==> src/rtl/keycode_action_tracker_if.sv <==
// -----------------------------------------------------------------------------
// keycode_action_tracker_if
//
// Purpose: groups the frame strobe, HID keycode slots and the registered
// shooter outputs of keycode_action_tracker into one bundle.
//
// Signals:
//   frame_tick   one-clock strobe per video frame (driven by master)
//   keycodes     NUM_KEYS packed 8-bit keycode slots, 8'h00 = empty (master)
//   ShooterMove  resolved movement direction, 3 bits (slave)
//   is_shot      one-clock shot pulse (slave)
//   fire_ready   high while a fresh fire press would fire (slave)
//
// Modports:
//   master  drives frame_tick/keycodes, observes the outputs
//   slave   the tracker itself
// -----------------------------------------------------------------------------
interface keycode_action_tracker_if #(
    parameter int NUM_KEYS = 6
);
    logic                    frame_tick;
    logic [8*NUM_KEYS-1:0]   keycodes;
    logic [2:0]              ShooterMove;
    logic                    is_shot;
    logic                    fire_ready;

    modport master (
        output frame_tick,
        output keycodes,
        input  ShooterMove,
        input  is_shot,
        input  fire_ready
    );

    modport slave (
        input  frame_tick,
        input  keycodes,
        output ShooterMove,
        output is_shot,
        output fire_ready
    );
endinterface

==> src/rtl/keycode_action_tracker.sv <==
// -----------------------------------------------------------------------------
// keycode_action_tracker
//
// Purpose: frame-synchronous keycode decoder for the shooter. Scans NUM_KEYS
// USB HID keycode slots, resolves movement as most-recent-press-wins (ties
// broken by lowest slot index) and turns the spacebar into rate-limited,
// one-clock shot pulses. All state advances only on frame_tick; all outputs
// are registered and appear one clock after the tick.
//
// Ports:
//   Clk    system clock
//   Reset  synchronous, active-high reset
//   bus    keycode_action_tracker_if.slave
//            frame_tick, keycodes            inputs
//            ShooterMove, is_shot, fire_ready outputs
//
// Parameters:
//   NUM_KEYS       keycode slots (slot 0 = highest static priority)
//   FIRE_COOLDOWN  frame ticks between consecutive shots (>= 1)
//   CNT_W          cooldown counter width, FIRE_COOLDOWN < 2**CNT_W
//
// Build option:
//   KEYCODE_AUTOFIRE_EN  when defined, holding fire re-fires every
//                        FIRE_COOLDOWN ticks; otherwise one shot per press.
//
// Movement codes: 000 none, 001 up (1a), 010 right (07), 011 down (16),
// 100 left (04). Fire key is 2c.
// -----------------------------------------------------------------------------
module keycode_action_tracker #(
    parameter int NUM_KEYS      = 6,
    parameter int FIRE_COOLDOWN = 8,
    parameter int CNT_W         = 4
) (
    input logic                    Clk,
    input logic                    Reset,
    keycode_action_tracker_if.slave bus
);

    typedef enum logic [1:0] {
        IDLE     = 2'd0,
        COOLDOWN = 2'd1,
        WAIT_REL = 2'd2
    } fire_state_t;

    localparam logic [2:0] DIR_NONE  = 3'd0;
    localparam logic [2:0] DIR_UP    = 3'd1;
    localparam logic [2:0] DIR_RIGHT = 3'd2;
    localparam logic [2:0] DIR_DOWN  = 3'd3;
    localparam logic [2:0] DIR_LEFT  = 3'd4;

    localparam logic [7:0] KEY_W     = 8'h1a;
    localparam logic [7:0] KEY_D     = 8'h07;
    localparam logic [7:0] KEY_S     = 8'h16;
    localparam logic [7:0] KEY_A     = 8'h04;
    localparam logic [7:0] KEY_SPACE = 8'h2c;

    localparam logic [CNT_W-1:0] CNT_RELOAD = CNT_W'(FIRE_COOLDOWN - 1);

    // Map a single keycode to its movement direction (DIR_NONE if not movement).
    function automatic logic [2:0] dir_of(input logic [7:0] code);
        logic [2:0] d;
        case (code)
            KEY_W:   d = DIR_UP;
            KEY_D:   d = DIR_RIGHT;
            KEY_S:   d = DIR_DOWN;
            KEY_A:   d = DIR_LEFT;
            default: d = DIR_NONE;
        endcase
        return d;
    endfunction

    // Direction found in the lowest slot whose direction bit is set in mask.
    // Scanning downward lets the lowest index overwrite any higher one.
    function automatic logic [2:0] pick_lowest(
        input logic [8*NUM_KEYS-1:0] codes,
        input logic [7:0]            mask
    );
        logic [2:0] d;
        logic [2:0] res;
        res = DIR_NONE;
        for (int i = NUM_KEYS - 1; i >= 0; i--) begin
            d = dir_of(codes[8*i +: 8]);
            if (d != DIR_NONE && mask[d]) begin
                res = d;
            end
        end
        return res;
    endfunction

    // held_dir is indexed directly by the 3-bit direction code; bits for
    // codes 0 and 5..7 stay zero so lookups never need range adjustment.
    logic [7:0]       held_dir;
    logic             held_fire;
    logic [7:0]       rise_dir;
    logic             rise_fire;
    logic [2:0]       rise_pick;
    logic [2:0]       held_pick;
    logic [2:0]       last_dir_n;

    logic [7:0]       prev_held_p0;
    logic             prev_fire_p0;
    logic [2:0]       last_dir_p0;
    logic             is_shot_p0;
    logic             fire_ready_p0;

    fire_state_t      state_p0;
    fire_state_t      state_n;
    logic [CNT_W-1:0] cnt_p0;
    logic [CNT_W-1:0] cnt_n;
    logic             shot_n;

    // Presence decode: a key in any slot counts, duplicates collapse.
    always_comb begin
        held_dir  = '0;
        held_fire = 1'b0;
        for (int i = 0; i < NUM_KEYS; i++) begin
            if (dir_of(bus.keycodes[8*i +: 8]) != DIR_NONE) begin
                held_dir[dir_of(bus.keycodes[8*i +: 8])] = 1'b1;
            end
            if (bus.keycodes[8*i +: 8] == KEY_SPACE) begin
                held_fire = 1'b1;
            end
        end
    end

    assign rise_dir  = held_dir & ~prev_held_p0;
    assign rise_fire = held_fire & ~prev_fire_p0;
    assign rise_pick = pick_lowest(bus.keycodes, rise_dir);
    assign held_pick = pick_lowest(bus.keycodes, held_dir);

    // Newest press wins; while it stays held it sticks; once released we
    // fall back to whatever is still held, lowest slot first.
    always_comb begin
        last_dir_n = last_dir_p0;
        if (|rise_dir) begin
            last_dir_n = rise_pick;
        end else if (last_dir_p0 != DIR_NONE && held_dir[last_dir_p0]) begin
            last_dir_n = last_dir_p0;
        end else begin
            last_dir_n = held_pick;
        end
    end

    // Fire FSM next-state and shot decision; nothing moves without a tick.
    always_comb begin
        state_n = state_p0;
        cnt_n   = cnt_p0;
        shot_n  = 1'b0;
        if (bus.frame_tick) begin
            case (state_p0)
                IDLE: begin
                    if (rise_fire) begin
                        shot_n  = 1'b1;
                        cnt_n   = CNT_RELOAD;
                        state_n = COOLDOWN;
                    end
                end
                COOLDOWN: begin
                    if (cnt_p0 != '0) begin
                        cnt_n = cnt_p0 - CNT_W'(1);
                    end else if (held_fire) begin
`ifdef KEYCODE_AUTOFIRE_EN
                        shot_n  = 1'b1;
                        cnt_n   = CNT_RELOAD;
                        state_n = COOLDOWN;
`else
                        state_n = WAIT_REL;
`endif
                    end else begin
                        state_n = IDLE;
                    end
                end
                WAIT_REL: begin
                    if (!held_fire) begin
                        state_n = IDLE;
                    end
                end
                default: begin
                    state_n = IDLE;
                end
            endcase
        end
    end

    // Stage p0: fire FSM state register
    always_ff @(posedge Clk) begin
        if (Reset) begin
            state_p0 <= IDLE;
            cnt_p0   <= '0;
        end else begin
            state_p0 <= state_n;
            cnt_p0   <= cnt_n;
        end
    end

    // Stage p0: edge history, movement and registered outputs
    always_ff @(posedge Clk) begin
        if (Reset) begin
            prev_held_p0  <= '0;
            prev_fire_p0  <= 1'b0;
            last_dir_p0   <= DIR_NONE;
            is_shot_p0    <= 1'b0;
            fire_ready_p0 <= 1'b1;
        end else begin
            is_shot_p0    <= shot_n;
            fire_ready_p0 <= (state_n == IDLE);
            if (bus.frame_tick) begin
                prev_held_p0 <= held_dir;
                prev_fire_p0 <= held_fire;
                last_dir_p0  <= last_dir_n;
            end
        end
    end

    assign bus.ShooterMove = last_dir_p0;
    assign bus.is_shot     = is_shot_p0;
    assign bus.fire_ready  = fire_ready_p0;

endmodule

==> src/flat_wrapper.sv <==
// flat-port wrapper written by rule: the top's interface ports become plain ports
module keycode_action_tracker_flat 
#(
    parameter int NUM_KEYS      = 6,
    parameter int FIRE_COOLDOWN = 8,
    parameter int CNT_W         = 4
)
  (Clk, Reset, bus_frame_tick, bus_keycodes, bus_ShooterMove, bus_is_shot, bus_fire_ready);
  keycode_action_tracker_if #(.NUM_KEYS(NUM_KEYS)) bus_i ();
  input logic Clk;
  input logic Reset;
  input wire logic [$bits(bus_i.frame_tick)-1:0] bus_frame_tick;
  input wire logic [$bits(bus_i.keycodes)-1:0] bus_keycodes;
  output wire logic [$bits(bus_i.ShooterMove)-1:0] bus_ShooterMove;
  output wire logic [$bits(bus_i.is_shot)-1:0] bus_is_shot;
  output wire logic [$bits(bus_i.fire_ready)-1:0] bus_fire_ready;
  assign bus_i.frame_tick = bus_frame_tick;
  assign bus_i.keycodes = bus_keycodes;
  assign bus_ShooterMove = bus_i.ShooterMove;
  assign bus_is_shot = bus_i.is_shot;
  assign bus_fire_ready = bus_i.fire_ready;
  keycode_action_tracker #(.NUM_KEYS(NUM_KEYS), .FIRE_COOLDOWN(FIRE_COOLDOWN), .CNT_W(CNT_W)) u_core (.Clk(Clk), .Reset(Reset), .bus(bus_i));
endmodule
==> config.mk <==
export PLATFORM = sky130hd
export DESIGN_NAME = keycode_action_tracker_flat
export DESIGN_NICKNAME = d
export VERILOG_FILES = /design/src/rtl/keycode_action_tracker_if.sv /design/src/rtl/keycode_action_tracker.sv /design/src/flat_wrapper.sv
export SDC_FILE = /design/constraint.sdc
export NUM_CORES = 1
export LEC_CHECK = 0
export BUFFER_PORTS_ARGS = -buffer_cell sky130_fd_sc_hd__buf_2
export CAP_MARGIN = 25
export CORE_MARGIN = 3
export CORE_UTILIZATION = 55
export CTS_BUF_LIST = sky130_fd_sc_hd__clkbuf_2
export CTS_CLUSTER_DIAMETER = 40
export DETAILED_ROUTE_END_ITERATION = 8
export PLACE_DENSITY = 0.9
export SKIP_CTS_REPAIR_TIMING = 1
export SYNTH_ARGS = -nofsm -noshare
export SYNTH_HDL_FRONTEND = slang
export SYNTH_SLANG_ARGS = --single-unit
==> constraint.sdc <==
create_clock -name Clk -period 2.86 [get_ports Clk]
set_input_delay 0.572 -clock Clk [delete_from_list [all_inputs] [get_ports Clk]]
set_output_delay 0.572 -clock Clk [all_outputs]
set_load 0.02 [all_outputs]
==> metrics.md, run 1 <==
| Metric | Value |
|---|---|
| Status | `completed` |
| Cell mode on critical path | `a211oi_1` |
| CTS H-tree lvls | `1` |
| Post-synth top area cell | `dfxtp_1` |
| Synth Net Count | `345` |
| Fin cells | `422` |
| Final critical-path required period | `2.57 ns` |
| Commonest cells post-synth | `nor2_1, nand2_1, nand3_1` |
| Critical Path RT | `just over 3 ns` |
| Initial antenna violation count | `0` |
| Total CTS buffers | `3` |
| Syn avg cell area | `7.11 µm²` |
| Synthesis Warnings | `0` |
| Ys async rst share | `0` |
| Final Hold Fails | `0` |
| Clock Latency Late Sink | `0.30 ns` |
| Final hold slack | `about 0.52 ns` |
| Pwr dens | `~210 nW/µm²` |
| Distinct cells, synth | `63` |
| Top FF cell, synth | `dfxtp_1` |
| Setup TNS | `0 ns` |
| Clock sinks | `16` |
| Final instance area | `2630 µm²` |
| Slew @ Worst Pin | `0.382 ns` |
| Die ar. | `roughly 4600 µm²` |
| Total number of vias | `between 2k and 3k` |
| Clock slew at reported path FFs | `0.16 ns` |
| Grt ovf | `0` |
| Slew HR | `0.739` |
| CTS Buffer Depth | `2` |
| Die Wd | `slightly below 70 µm` |
| Top cell type's share of synthesized area | `0.154` |
| Die height | `67.6 µm` |
| Area after DPL | `around 2600 µm²` |
| Min setup slack post-route | `0.286 ns` |
| Gpl congestion | `0.999` |
| Crit. End Element | `register` |
| DP Worst Slack | `-0.00944 ns` |
| Switch share | `0.358` |
| Clock skew | `between 0.005 and 0.006 ns` |
| Reg power frac | `0.436` |
| Final setup violation count | `0` |
| CP max FO | `3` |
| Post-DP HPWL | `around 5800 µm` |
| Final WL | `approximately 7100 µm` |
| Slowest CP cell | `or3b_1` |
| Crit Path Category | `in -> reg` |
| Share of cells above drive strength 1 | `0.279` |
| Largest net degree at the start of global routing | `18` |
| Leak Pwr | `between 1 and 1.5 nW` |
| Placed Cells | `around 420` |
| Vias per inst | `between 6 and 7` |
| Wire length per cell | `roughly 17 µm` |
| Ant. Diodes | `0` |
| RSZ-0062 raised after global routing | `no` |
| Maximum vdd drop | `between 0.2 and 0.3 mV` |
| Max incr delay on CP | `between 0.3 and 0.4 ns` |
| Crit path DAT | `around 2.8 ns` |
| Crit path launch type | `input port` |
| Pre-antenna DRT Iters | `7` |
| First-pass GRT wire length | `11500 µm` |
| Yosys reg bits | `16` |
| Sw power | `between 0.15 and 0.2 mW` |
| Worst hold path class | `reg -> reg` |
| Register area share after synthesis | `0.154` |
| Clk network pwr share | `0.194` |
| Max Freq | `0.389 GHz` |
| Max-slew violation count | `0` |
| Area contributors post-synth | `dfxtp_1, nor2b_1, nor2_1` |
| # rows | `21` |
| Area grow syn2layout | `26.0%` |
| Drt drc | `0` |
| Final Power | `approximately 0.55 mW` |
| Post-layout util | `0.752` |
| Final ANT Viol Nets | `0` |
| DRT iter0 DRCs | `approximately 340` |
| Most common cell in the netlist | `nor2_1` |
| Number of flops mapped to enable cells by yosys | `0` |
| Io pins | `56` |
| Post-route clock period utilization | `0.900` |
| CTS tree | `yes` |
| Max Cap Viol | `0` |
| Comb pwr share | `0.370` |
| Number of global-route vias before repair | `between 2k and 2.5k` |
| Crit-path cells | `buf_2, nor4b_2, and4b_1, a41oi_1, a211oi_1, o21ai_1, mux2i_1, a211oi_1, or3b_1, a32o_1` |
| Final nets | `429` |
| Initial Utilization | `0.596` |
| Mapped Area | `2080 µm²` |
| Core area | `roughly 3500 µm²` |
| Int Pwr | `0.355 mW` |
| Total Routing Usage GR | `0.328` |
| PortBufs | `55` |
| Synth Instances | `slightly below 300` |
| CTS root buf | `clkbuf_2` |
[per-layer routing]
layer,track usage,part of all wire,up-vias
met5,0,0,-
met4,0.0684,0.018,0
met3,0.0566,0.10,22
met2,0.565,0.46,166
met1,0.424,0.41,1223
li1,-,-,1298
[state kept, by name (all words and copies together), names as in the netlist]
register                flops
u_core.cnt_p0               4
u_core.prev_fire_p0         1
u_core.bus.is_shot          1
u_core.state_p0             2
u_core.bus.ShooterMove      3
u_core.prev_held_p0         4
u_core.bus.fire_ready       1
[cell usage in the layout, fill, tap and decap left out, types with 5 or more instances in the layout]
master	count
a211oi_1	8
a21oi_1	10
a22o_1	5
and2_1	5
buf_2	55
buf_4	29
dfxtp_1	16
inv_1	11
nand2_1	26
nand2b_1	6
nand3_1	20
nand4_1	13
nor2_1	28
nor2b_1	19
nor3_1	13
nor3b_1	5
o21ai_0	16
xor2_1	6
[critical path, delay by kind of cell]
family	cells	cell delay, ns
buf+inv	1	0.12
compound gates	5	0.92
mux	1	0.19
simple gates	3	0.99
[worst paths after layout]
check	start	end	slack (ns)	depth (start not counted)
worst max register to register	u_core.prev_held_p0[3]	u_core.bus.ShooterMove[1]	0.63	8
worst min-delay path	u_core.prev_fire_p0	u_core.prev_fire_p0	0.52	2
worst max-delay path	bus_keycodes[39]	u_core.bus.ShooterMove[1]	0.29	10
worst min register to register	u_core.prev_fire_p0	u_core.prev_fire_p0	0.52	2
[power groups by stage]
stage | Sequential [mW] | Clock [mW] | Combinational [mW]
global placement | 0.245 | 0 | 0.192
global route | 0.242 | 0.121 | 0.225
finish | 0.241 | 0.107 | 0.205
floorplan | 0.242 | 0 | 0.0982
detailed placement | 0.245 | 0 | 0.200
CTS | 0.240 | 0.108 | 0.201
[kinds of logic after synthesis]
kind of cell               count (synthesis)  share of synthesized area
AOI/OAI and AO/OA                         84                      0.290
xor gates and xnor gates                   6                     0.0252
adders and majority gates                  1                    0.00600
buffers and inverters                     16                     0.0330
DFF                                       16                      0.154
muxes                                      4                     0.0192
and+or+nand+nor                          166                      0.473
[area by class of cell]
| type | instances | area [µm²] |
|---|---|---|
| inverters | 11 | 41.3 |
| clock buffers | 3 | 15.0 |
| fillers | 301 | 868 |
| repair buffers | 84 | 493 |
| clock inverters | 1 | 3.75 |
| multi-input cells | 261 | 1700 |
| flip-flops and latches | 16 | 320 |
| well taps | 46 | 57.6 |
(Power assumes the default switching activity.)
==> run 2, diff against run 1 <==
- BUFFER_PORTS_ARGS: -buffer_cell sky130_fd_sc_hd__buf_2 -> -buffer_cell sky130_fd_sc_hd__buf_4
- GPL_TIMING_DRIVEN: unset -> 0
==> run 2 against run 1 <==
Effect of this change:
- non-clock buffer count fell by 23
- via count decreased by 4.0%
- clock power hardly changed
- cell count is 5.5% lower
- clock skew grew 0.023 ns
- highest routed layer unchanged
- sequential share of layout area up 0.21 points
- maximum frequency down 6.6%
- utilization is 1.3 points lower
- critical path depth stayed put
- first-iteration DRC count fell by 7.0%
==> metrics.md, run 2 (synthesis gave the netlist of run 1 again) <==
| Metric | Value |
|---|---|
| Final critical-path required period | `2.76 ns` |
| Slew @ Worst Pin | `0.513 ns` |
| Pwr dens | `between 200 and 250 nW/µm²` |
| Clock Latency Late Sink | `0.32 ns` |
| Wire length per cell | `16.5 µm` |
| Share of cells above drive strength 1 | `0.221` |
| Critical Path RT | `about 3.1 ns` |
| Grt ovf | `0` |
| Placed Cells | `just under 400` |
| Area grow syn2layout | `23.8%` |
| Drt drc | `0` |
| Die ar. | `roughly 4600 µm²` |
| Clock slew at reported path FFs | `0.14 ns` |
| Initial antenna violation count | `0` |
| CTS root buf | `clkbuf_2` |
| Crit. End Element | `register` |
| Reg2reg start | `u_core.prev_held_p0[2]` |
| PortBufs | `54` |
| Number of global-route vias before repair | `approximately 2.4k` |
| Final nets | `around 410` |
| Max-slew violation count | `0` |
| Crit. Startpoint | `bus_keycodes[23]` |
| Post-route clock period utilization | `0.963` |
| Crit-path cells | `buf_4, nor3_1, nand2_1, nor3_1, nor4_1, o2111a_1, nor2b_1, nor2b_1, or3b_1, a32o_1` |
| Routed metal-1 wirelength | `around 2600 µm` |
| Final WL | `6580 µm` |
| Total CTS buffers | `3` |
| Final ANT Viol Nets | `0` |
| CTS H-tree lvls | `1` |
| DRT iter0 DRCs | `320` |
| Crit path launch type | `input port` |
| Top delay family on crit path | `simple AND/OR/NAND/NOR gates` |
| Slowest CP cell | `nor3_1` |
| Initial Utilization | `0.596` |
| Ant. Diodes | `0` |
| Fin cells | `between 300 and 400` |
| Crit Path Category | `in -> reg` |
| Final setup violation count | `0` |
| Slew HR | `0.655` |
| Most frequent cells in the layout | `buf_4, nor2_1, nand2_1` |
| Top sig layer | `met4` |
| Post-DP HPWL | `5420 µm` |
| Post-layout util | `0.739` |
| Hold Startpoint | `Reset` |
| Gpl congestion | `just over 1` |
| RSZ-0062 raised after global routing | `no` |
| Io pins | `56` |
| CP max FO | `4` |
| Vias per inst | `6.52` |
| Clock sinks | `16` |
| Core area | `~3500 µm²` |
| WL met3 | `716 µm` |
| Max Cap Viol | `0` |
| Fillers | `around 320` |
| First-pass GRT wire length | `between 10000 and 15000 µm` |
| # rows | `21` |
| Total number of vias | `2601` |
| Total Routing Usage GR | `0.297` |
| Maximum vdd drop | `0.202 mV` |
| Max incr delay on CP | `about 0.38 ns` |
| Status | `completed` |
| Die Wd | `67.6 µm` |
| Leak Pwr | `approximately 1.0 nW` |
| CP Buf/Inv Count | `1` |
| Clock skew | `roughly 0.028 ns` |
| CTS Buffer Depth | `2` |
| Largest net degree at the start of global routing | `11` |
| Max Freq | `between 0.3 and 0.4 GHz` |
| Met2 wire len | `between 3000 and 4000 µm` |
| Final Hold Fails | `0` |
| Pre-antenna DRT Iters | `7` |
| Commonest non-fill, non-tap cell in the layout | `buf_4` |
| Die height | `between 60 and 70 µm` |
| Crit path DAT | `around 3.0 ns` |
| Worst hold path class | `in -> reg` |
| Flop-to-flop setup slack | `about 0.45 ns` |
| CTS tree | `yes` |
-- run 2: final cells by class --
class                           count  area (µm²)  area share
Multi-Input combinational cell    261        1700       0.657
Tap cell                           46        57.6      0.0223
Timing Repair Buffer               56         420       0.163
Sequential cell                    16         320       0.124
Buffer                              5        27.5      0.0107
Clock buffer                        3        15.0     0.00582
Inverter                           11        41.3      0.0160
Clock inverter                      1        3.75     0.00145
-- run 2: stage by stage --
step / setup TNS [ns] / setup WS [ns] / cell area [µm²] / total power [mW] / hold slack [ns]
2_1_floorplan: 0 / 0.317 / 2080 / 0.340 / 0.476
6_report: 0 / 0.105 / 2580 / 0.552 / 0.501
5_1_grt: 0 / 0.00398 / 2580 / 0.577 / 0.500
3_3_place_gp: -0.119 / -0.119 / 2550 / 0.436 / 0.491
4_1_cts: 0 / 0.167 / 2570 / 0.543 / 0.508
3_5_place_dp: -0.139 / -0.139 / 2550 / 0.445 / 0.518
-- run 2: worst register-to-register path, stage by stage, from the launching register on --
cell	delay, ns
dfxtp_1	0.57
a22o_1	0.18
a22oi_1	0.06
o21ai_1	0.39
nor2b_1	0.26
nor2b_1	0.20
or3b_1	0.37
a32o_1	0.25
-- run 2: power by group --
part | internal [mW] | switching [mW]
clock network | 0.0304 | 0.0769
registers | 0.230 | 0.00945
logic | 0.100 | 0.106
total | 0.360 | 0.192
-- run 2: worst paths after layout --
path	cells after the start	end
min	2	u_core.prev_held_p0[3]
min reg2reg	2	u_core.prev_fire_p0
max	10	u_core.bus.ShooterMove[1]
max reg2reg	7	u_core.bus.ShooterMove[1]
-- run 2: routing by layer --
metal	up-vias	global-route usage
met5	-	0
met4	0	0.0430
met3	23	0.0632
met2	174	0.514
met1	1153	0.383
li1	1251	-
